==> config.mk <==
export PLATFORM = sky130hd
export DESIGN_NAME = multicycle_ctrl
export DESIGN_NICKNAME = d
export VERILOG_FILES = /design/src/rtl/multicycle_ctrl.sv
export SDC_FILE = /design/constraint.sdc
export NUM_CORES = 1
export LEC_CHECK = 0
export BUFFER_PORTS_ARGS = -buffer_cell sky130_fd_sc_hd__buf_2
export CAP_MARGIN = 10
export CORE_MARGIN = 1.5
export CORE_UTILIZATION = 52
export DETAILED_ROUTE_END_ITERATION = 6
export PLACE_DENSITY = 0.84
export SKIP_LAST_GASP = 1
export SYNTH_ARGS = -nofsm -noshare
export SYNTH_HDL_FRONTEND = slang
export SYNTH_SLANG_ARGS = --single-unit
export TNS_END_PERCENT = 5
==> constraint.sdc <==
create_clock -name clk -period 2.83 [get_ports clk]
set_input_delay 0.566 -clock clk [delete_from_list [all_inputs] [get_ports clk]]
set_output_delay 0.566 -clock clk [all_outputs]
set_load 0.03 [all_outputs]
==> src/rtl/multicycle_ctrl.sv <==
// Multi-cycle RV32I sequencer: steps one shared ALU and one unified memory port
// through fetch/decode/execute/memory/writeback and drives the datapath controls.
module multicycle_ctrl #(
    parameter int MEM_TIMEOUT = 15
) (
    input  logic       clk,
    input  logic       rst_n,
    input  logic [6:0] opcode,
    input  logic       zero,
    input  logic       mem_ready,
    output logic       mem_read,
    output logic       mem_write,
    output logic       iord,
    output logic       ir_write,
    output logic       pc_en,
    output logic [1:0] pc_src,
    output logic [1:0] alu_src_a,
    output logic [1:0] alu_src_b,
    output logic [1:0] alu_op,
    output logic       reg_write,
    output logic [1:0] wb_sel,
    output logic       instr_done,
    output logic       halted,
    output logic       bus_err,
    output logic [3:0] state_o
);

    localparam logic [3:0] S_START  = 4'd0;
    localparam logic [3:0] S_FETCH  = 4'd1;
    localparam logic [3:0] S_DECODE = 4'd2;
    localparam logic [3:0] S_EXEC   = 4'd3;
    localparam logic [3:0] S_WB_ALU = 4'd4;
    localparam logic [3:0] S_ADDR   = 4'd5;
    localparam logic [3:0] S_MEM_RD = 4'd6;
    localparam logic [3:0] S_WB_MEM = 4'd7;
    localparam logic [3:0] S_MEM_WR = 4'd8;
    localparam logic [3:0] S_BRANCH = 4'd9;
    localparam logic [3:0] S_JAL    = 4'd10;
    localparam logic [3:0] S_JALR   = 4'd11;
    localparam logic [3:0] S_HALT   = 4'd12;
    localparam logic [3:0] S_ERR    = 4'd13;

    localparam logic [6:0] OP_R      = 7'b0110011;
    localparam logic [6:0] OP_I      = 7'b0010011;
    localparam logic [6:0] OP_LUI    = 7'b0110111;
    localparam logic [6:0] OP_AUIPC  = 7'b0010111;
    localparam logic [6:0] OP_LOAD   = 7'b0000011;
    localparam logic [6:0] OP_STORE  = 7'b0100011;
    localparam logic [6:0] OP_BRANCH = 7'b1100011;
    localparam logic [6:0] OP_JAL    = 7'b1101111;
    localparam logic [6:0] OP_JALR   = 7'b1100111;

    // The counter only has to hold MEM_TIMEOUT-1; the final wait cycle is
    // detected before it would increment to MEM_TIMEOUT.
    localparam int              CNT_W       = (MEM_TIMEOUT < 2) ? 1 : $clog2(MEM_TIMEOUT);
    localparam int              LAST_WAIT   = (MEM_TIMEOUT == 0) ? 0 : MEM_TIMEOUT - 1;
    localparam logic [CNT_W-1:0] LAST_WAIT_C = CNT_W'(LAST_WAIT);
    localparam bit              TO_EN       = (MEM_TIMEOUT != 0);

    logic [3:0]       state_q, state_d;
    logic [CNT_W-1:0] wait_cnt_q, wait_cnt_d;
    logic             mem_wait;
    logic             timeout_hit;

    assign mem_wait    = (state_q == S_FETCH) || (state_q == S_MEM_RD) || (state_q == S_MEM_WR);
    assign timeout_hit = TO_EN && mem_wait && !mem_ready && (wait_cnt_q == LAST_WAIT_C);

    always_comb begin
        state_d = state_q;
        case (state_q)
            S_START:  state_d = S_FETCH;
            S_FETCH:  if (mem_ready) state_d = S_DECODE;
            S_DECODE: begin
                case (opcode)
                    OP_R, OP_I, OP_LUI, OP_AUIPC: state_d = S_EXEC;
                    OP_LOAD, OP_STORE:            state_d = S_ADDR;
                    OP_BRANCH:                    state_d = S_BRANCH;
                    OP_JAL:                       state_d = S_JAL;
                    OP_JALR:                      state_d = S_JALR;
                    default:                      state_d = S_HALT;
                endcase
            end
            S_EXEC:   state_d = S_WB_ALU;
            S_WB_ALU: state_d = S_FETCH;
            S_ADDR:   state_d = (opcode == OP_STORE) ? S_MEM_WR : S_MEM_RD;
            S_MEM_RD: if (mem_ready) state_d = S_WB_MEM;
            S_WB_MEM: state_d = S_FETCH;
            S_MEM_WR: if (mem_ready) state_d = S_FETCH;
            S_BRANCH, S_JAL, S_JALR: state_d = S_FETCH;
            S_HALT:   state_d = S_HALT;
            S_ERR:    state_d = S_ERR;
            default:  state_d = S_ERR;
        endcase
        if (timeout_hit) state_d = S_ERR;
    end

    always_comb begin
        wait_cnt_d = '0;
        if (mem_wait && !mem_ready && (state_d == state_q)) wait_cnt_d = wait_cnt_q + 1'b1;
    end

    always_ff @(posedge clk or negedge rst_n) begin
        if (!rst_n) begin
            state_q    <= S_START;
            wait_cnt_q <= '0;
        end else begin
            state_q    <= state_d;
            wait_cnt_q <= wait_cnt_d;
        end
    end

    always_comb begin
        mem_read   = 1'b0;
        mem_write  = 1'b0;
        iord       = 1'b0;
        ir_write   = 1'b0;
        pc_en      = 1'b0;
        pc_src     = 2'b00;
        alu_src_a  = 2'b00;
        alu_src_b  = 2'b00;
        alu_op     = 2'b00;
        reg_write  = 1'b0;
        wb_sel     = 2'b00;
        instr_done = 1'b0;
        halted     = 1'b0;
        bus_err    = 1'b0;
        case (state_q)
            S_FETCH: begin
                mem_read  = 1'b1;
                alu_src_b = 2'b01;
                ir_write  = mem_ready;
                pc_en     = mem_ready;
            end
            S_DECODE: begin
                // Branch/JAL target computed here from old_pc + imm into ALUOut.
                alu_src_a = 2'b10;
                alu_src_b = 2'b10;
            end
            S_EXEC: begin
                case (opcode)
                    OP_R:     begin alu_src_a = 2'b01; alu_src_b = 2'b00; alu_op = 2'b10; end
                    OP_I:     begin alu_src_a = 2'b01; alu_src_b = 2'b10; alu_op = 2'b11; end
                    OP_LUI:   begin alu_src_a = 2'b11; alu_src_b = 2'b10; end
                    OP_AUIPC: begin alu_src_a = 2'b10; alu_src_b = 2'b10; end
                    default:  ;
                endcase
            end
            S_WB_ALU: begin
                reg_write  = 1'b1;
                instr_done = 1'b1;
            end
            S_ADDR: begin
                alu_src_a = 2'b01;
                alu_src_b = 2'b10;
            end
            S_MEM_RD: begin
                mem_read = 1'b1;
                iord     = 1'b1;
            end
            S_WB_MEM: begin
                reg_write  = 1'b1;
                wb_sel     = 2'b01;
                instr_done = 1'b1;
            end
            S_MEM_WR: begin
                mem_write  = 1'b1;
                iord       = 1'b1;
                instr_done = mem_ready;
            end
            S_BRANCH: begin
                alu_src_a  = 2'b01;
                alu_op     = 2'b01;
                pc_src     = 2'b01;
                pc_en      = zero;
                instr_done = 1'b1;
            end
            S_JAL: begin
                reg_write  = 1'b1;
                wb_sel     = 2'b10;
                pc_en      = 1'b1;
                pc_src     = 2'b01;
                instr_done = 1'b1;
            end
            S_JALR: begin
                // rd takes the pre-update PC (already PC+4) while PC loads the target.
                alu_src_a  = 2'b01;
                alu_src_b  = 2'b10;
                pc_src     = 2'b10;
                pc_en      = 1'b1;
                reg_write  = 1'b1;
                wb_sel     = 2'b10;
                instr_done = 1'b1;
            end
            S_HALT: halted = 1'b1;
            S_ERR: begin
                halted  = 1'b1;
                bus_err = 1'b1;
            end
            default: ;
        endcase
    end

    assign state_o = state_q;

endmodule

==> out/metrics.yaml, run 1 <==
routing:
  drtIter0Drc: 55
  ant_nets: 0
  drc: 3
  via_per_inst: 6.14
  avgRoutedWirePerCell_um: 14.0
  drt_first_pass_iters: 7
  routed-via-count: 1020
  drt_wl_total_um: 2330
floorplanning:
  initial_core_util_pct: 57.6
  fp.dieArea_um2: 1990
  io_pins: 34
  die_y_um: 44.6
  core_um2: 1560
  chipWidth_um: 44.6
  rows: 14
logic_synthesis:
  synth.avg_cell_area_um2: 7.61
  synth_compound_area_share_pct: 27.9
  synthSimpleGateAreaFrac_pct: 37.6
  netlist_instances: 118
  ys.flop_type: "dfrtp_1"
  synth_edf_count: 0
  synth_seq_area_share_pct: 22.3
  synth_xor_area_share_pct: 1.95
  ys_seq_elements: 8
  synth.top_cell.area_share_pct: 22.3
  syn_nets: 131
  synth_top_family_by_area: "simple AND/OR/NAND/NOR gates"
  netlist_area_um2: 898
  async_flop_share_pct: 100
  synth_area_leaders: "dfrtp_1, nor2_1, nand2b_1"
  synth_mux_area_share_pct: 0
  yosys.area_share.adder_pct: 2.79
  yosysWarnings: 0
  synth_top_area_cell: "dfrtp_1"
  yosysMostFrequentCell: "nor2_1"
  ys_types: 42
  synth_commonest_cells: "nor2_1, a21oi_1, nand2b_1"
sta:
  finalCritPeriodShare_pct: 88.2
  hold_violations: 0
  max_freq_mhz: 401
  period_needed_ps: 2500
  final-setup-viol-count: 0
  worstMarginPinSlew_ps: 545
  maxSlewHeadroom_pct: 63.7
  rsz0062_at_grt: "no"
  fin_tns_setup_ps: 0
  fin_skew_ps: 2.42
  final_max_slew_viol_count: 0
clock_network:
  cts_buffer_depth: 2
  cts_tree: "done"
  clk_latency_ps: 260
  path_clk_slew_ps: 60
  postCtsHoldBufs: 0
  h-tree-depth: 1
  cts_sinks: 8
  cts_setup_buffers: 0
  cts_resized: 0
  root_buffer: "clkbuf_4"
  cts_made_buffers: 3
placement:
  dp_hpwl_um: 1790
  gp_congestion: 0.884
  portBuffers: 33
run_status:
  status: "finished, violations left"
  violations: "DRC"
worst_setup_path:
  critical_path.startpoint_type: "flip-flop"
  crit_path_max_fanout: 12
  end_kind: "output port"
  arrival_ps: 1930
  cp.required_ps: 2260
  crit_type: "reg -> out"
layout:
  antenna_cells: 0
  areaGrowthSynthToFinish_pct: 20.6
  final_nets: 165
  final_util_pct: 69.5
  drive_above_1_share_pct: 32.7
global_route:
  antenna_found_initial: 0
  grt_max_degree: 23
  overflow: 0
  grt_first_pass_wirelength_um: 3910
  grt_pass1_vias: 905
  track_usage_pct: 26.8
pwr:
  p_total_uw: 1250
  power.density_nw_per_um2: 1150
  power_leakage_uw: 0.000526
  peakVddDrop_mv: 0.785
hold_path:
  hold_class: "in -> async"
run:
  cap_violations: 0
worst max-delay path, stage by stage (launching register included):
cell       delay [ps]
dfrtp_1           560
or3b_4            470
nor4b_4           280
o2bb2ai_1         140
buf_2             210
flip-flops by register name, summed over array words and instances (netlist names):
name	flops
state_o	4
wait_cnt_q	4
per-stage QoR:
step | cells | area [µm²] | hold slack, ps | setup slack (ps)
4_1_cts | 166 | 1080 | 145 | 321
3_3_place_gp | 163 | 1060 | 412 | 531
2_1_floorplan | 118 | 898 | 270 | 277
3_5_place_dp | 163 | 1060 | 415 | 403
5_1_grt | 166 | 1080 | 152 | 227
6_report | 166 | 1080 | 141 | 334
layout make-up:
class | instances | area, µm²
Clock buffer | 3 | 22.5
Fill cell | 137 | 475
Inverter | 6 | 22.5
Multi-Input combinational cell | 97 | 631
Sequential cell | 8 | 200
Tap cell | 16 | 20.0
Timing Repair Buffer | 36 | 188
path summary, 6_finish.rpt:
path	cells after the start	startpoint	endpoint	slack (ps)
worst max-delay path	4	state_o[1]	alu_op[0]	330
worst min-delay path	1	rst_n	state_o[0]	140
worst max register to register	5	state_o[1]	wait_cnt_q[3]	1100
worst min register to register	1	wait_cnt_q[0]	wait_cnt_q[0]	490
max in group asynchronous	1	rst_n	wait_cnt_q[3]	2520
min in group clk	1	wait_cnt_q[0]	wait_cnt_q[0]	490
layer usage:
layer | vias to the layer above | GRT usage (%) | share of wire (%)
met5 | - | 0 | 0
met4 | 0 | 11.5 | 3.1
met3 | 10 | 6.94 | 6.8
met2 | 53 | 44.1 | 48
met1 | 469 | 32.8 | 42
li1 | 488 | - | -
where the power goes:
group          switching, µW  internal [µW]  total [µW]  leakage (µW)
registers               80.3            150         231      0.000105
clock network           41.3           48.7        90.0     0.0000138
logic                    625            306         930      0.000407
cells in the final DEF (no fill, tap or decap), types with 4 or more instances in the layout:
cell type | netlist | routed
inv_1 | 4 | 4
a21oi_1 | 11 | 11
buf_2 | 0 | 33
nand2b_1 | 9 | 9
nand3_1 | 4 | 4
nand2_1 | 8 | 8
dfrtp_1 | 8 | 8
a211oi_1 | 4 | 4
nor2_1 | 17 | 17
logic make-up (layout without fill, tap and decap cells):
kind of cell               count (synthesis)  count (layout)
and+or+nand+nor                           56              56
AOI/OAI and AO/OA                         37              37
buffers and inverters                     13              45
DFF                                        8               8
adders and majority gates                  2               2
xor gates and xnor gates                   2               2
(Power assumes the default switching activity.)
==> inputs of run 2 (changes only) <==
--- a/config.mk
+++ b/config.mk
@@ -8,8 +8,8 @@
 export BUFFER_PORTS_ARGS = -buffer_cell sky130_fd_sc_hd__buf_2
 export CAP_MARGIN = 10
+export CORE_ASPECT_RATIO = 0.7
 export CORE_MARGIN = 1.5
-export CORE_UTILIZATION = 52
+export CORE_UTILIZATION = 33
 export DETAILED_ROUTE_END_ITERATION = 6
-export PLACE_DENSITY = 0.84
 export SKIP_LAST_GASP = 1
 export SYNTH_ARGS = -nofsm -noshare
==> constraint.sdc (replaced) <==
create_clock -name clk -period 2.83 [get_ports clk]
set_input_delay 0.566 -clock clk [delete_from_list [all_inputs] [get_ports clk]]
set_output_delay 0.566 -clock clk [all_outputs]
set_load 0.01 [all_outputs]
==> run 2 against run 1 <==
The flow now finishes without violations. Critical path depth grew 2. First-iteration DRC count grew 3.6%. Sequential power is essentially flat. Non-clock buffer count is the same. Total power shrank 12%. Via count shrank 1.4%. Hold slack gained 21 ps. Combinational power shrank 21%. Highest routed layer unchanged.
==> out/metrics.yaml, run 2 (synthesis results as in run 1) <==
clock_network:
  cts_buffer_depth: 2  # unchanged
  root_buffer: "clkbuf_8"  # was clkbuf_4
  h-tree-depth: 1  # unchanged
  cts_made_buffers: 3  # unchanged
  cts_setup_buffers: 0  # unchanged
  cts_tree: "done"  # unchanged
  clk_latency_ps: 230  # was 260 ps
  postCtsHoldBufs: 0  # unchanged
  cts_resized: 0  # unchanged
  path_clk_slew_ps: 40  # was 60 ps
  cts_sinks: 8  # unchanged
routing:
  routed-via-count: 1006  # was 1020
  drt_wl_total_um: 2440  # was 2330 µm
  drt_first_pass_iters: 4  # was 7
  avgRoutedWirePerCell_um: 13.2  # was 14.0 µm
  ant_nets: 0  # unchanged
  drc: 0  # was 3
  via_per_inst: 5.47  # was 6.14
  drtIter0Drc: 57  # was 55
run:
  cap_violations: 0  # unchanged
worst_setup_path:
  critical_path.startpoint_type: "input port"  # was flip-flop
  crit_chain: "buf_2 > nand2b_1 > nor3_1 > nor4b_4 > o2bb2ai_1 > buf_2"  # was or3b_4 > nor4b_4 > o2bb2ai_1 > buf_2
  crit_path_max_fanout: 4  # was 12
  crit_family: "simple AND/OR/NAND/NOR gates"  # unchanged
  crit_buf_inv: 2  # was 1
  end_kind: "output port"  # unchanged
  arrival_ps: 1850  # was 1930 ps
  cp.required_ps: 2260  # about the same
  crit_slowest_cell: "nor3_1"  # was dfrtp_1
  crit_top_cell: "buf_2"
  critPathMaxStageDelay_ps: 420  # was 560 ps
  crit_type: "in -> out"  # was reg -> out
layout:
  final_nets: 165  # unchanged
  num-fill-cells: 266  # was 137
  stdcell_count: 184  # was 166
  areaGrowthSynthToFinish_pct: 25.2  # was 20.6%
  antenna_cells: 0  # unchanged
  final_cell_mix: "buf_2, nor2_1, a21oi_1"  # unchanged
  final_common_cell: "buf_2"  # unchanged
  drive_above_1_share_pct: 32.7  # unchanged
floorplanning:
  fp.dieArea_um2: 3050  # was 1990 µm²
  io_pins: 34  # unchanged
  chipWidth_um: 65.4  # was 44.6 µm
  rows: 15  # was 14
  core_um2: 2510  # was 1560 µm²
  initial_core_util_pct: 35.7  # was 57.6%
  die_y_um: 46.7  # was 44.6 µm
placement:
  dp_hpwl_um: 1890  # was 1790 µm
  post-place-cells: 181  # was 163
  gp_congestion: 0.814  # was 0.884
  portBuffers: 33  # unchanged
sta:
  worstMarginPinSlew_ps: 558  # was 545 ps
  hold_violations: 0  # unchanged
  final_max_slew_viol_count: 0  # unchanged
  finalHoldWorstSlack_ps: 162  # was 141 ps
  rsz0062_at_grt: "no"  # unchanged
  final-setup-viol-count: 0  # unchanged
  fin_tns_setup_ps: 0  # unchanged
  period_needed_ps: 2420  # was 2500 ps
  fin_skew_ps: 6.97  # was 2.42 ps
  max_freq_mhz: 414  # was 401 MHz
  finalCritPeriodShare_pct: 85.4  # was 88.2%
  maxSlewHeadroom_pct: 62.8  # was 63.7%
global_route:
  antenna_found_initial: 0  # unchanged
  grt_max_degree: 23  # unchanged
  track_usage_pct: 16.4  # was 26.8%
  overflow: 0  # unchanged
  grt_pass1_vias: 834  # was 905
  grt_first_pass_wirelength_um: 3790  # was 3910 µm
pwr:
  power_leakage_uw: 0.000534  # was 0.000526 µW
  p_total_uw: 1110  # was 1250 µW
  peakVddDrop_mv: 0.270  # was 0.785 mV
  power.density_nw_per_um2: 984  # was 1150 nW/µm²
run_status:
  status: "complete, no violations"  # was finished, violations left
hold_path:
  hold_class: "in -> async"  # unchanged
==> run 2: metrics by stage <==
stage	setup slack, ps	instance area (µm²)	utilization (%)
after floorplan	732	898	-
after global placement	555	1080	43.1
after detailed placement	467	1080	43.1
after CTS	457	1120	44.7
after global routing	337	1120	44.7
final	413	1120	44.7
==> run 2: path summary, 6_finish.rpt <==
| check | slack, ps | to | cells past startpoint | startpoint |
|---|---|---|---|---|
| max | 410 | alu_op[0] | 6 | opcode[6] |
| min | 160 | wait_cnt_q[2] | 1 | rst_n |
| max reg2reg | 1070 | state_o[1] | 4 | state_o[0] |
| min reg2reg | 490 | wait_cnt_q[0] | 1 | wait_cnt_q[0] |
| max in group asynchronous | 2500 | state_o[0] | 1 | rst_n |
| min in group clk | 490 | wait_cnt_q[0] | 1 | wait_cnt_q[0] |
==> run 2: area by class of cell <==
type	instances	area [µm²]	share of cell area [%]
Sequential cell	8	200	17.8
Multi-Input combinational cell	97	631	56.1
Tap cell	34	42.5	3.78
Clock buffer	3	41.3	3.67
Timing Repair Buffer	36	188	16.7
Inverter	6	22.5	2.00
==> run 2: metal layers <==
| layer | vias up | global-route usage (%) | part of all wire (%) |
|---|---|---|---|
| li1 | 494 | - | - |
| met1 | 460 | 23.5 | 48 |
| met2 | 50 | 25.3 | 43 |
| met3 | 2 | 3.18 | 8.7 |
| met4 | 0 | 4.17 | 0.66 |
| met5 | - | 0 | 0 |
==> run 2: where the power goes <==
part           switching [µW]  internal (µW)  total, µW  leakage (µW)
sequential               81.9            151        233      0.000105
combinational             433            304        737      0.000407
clock                    45.1           92.1        137     0.0000216
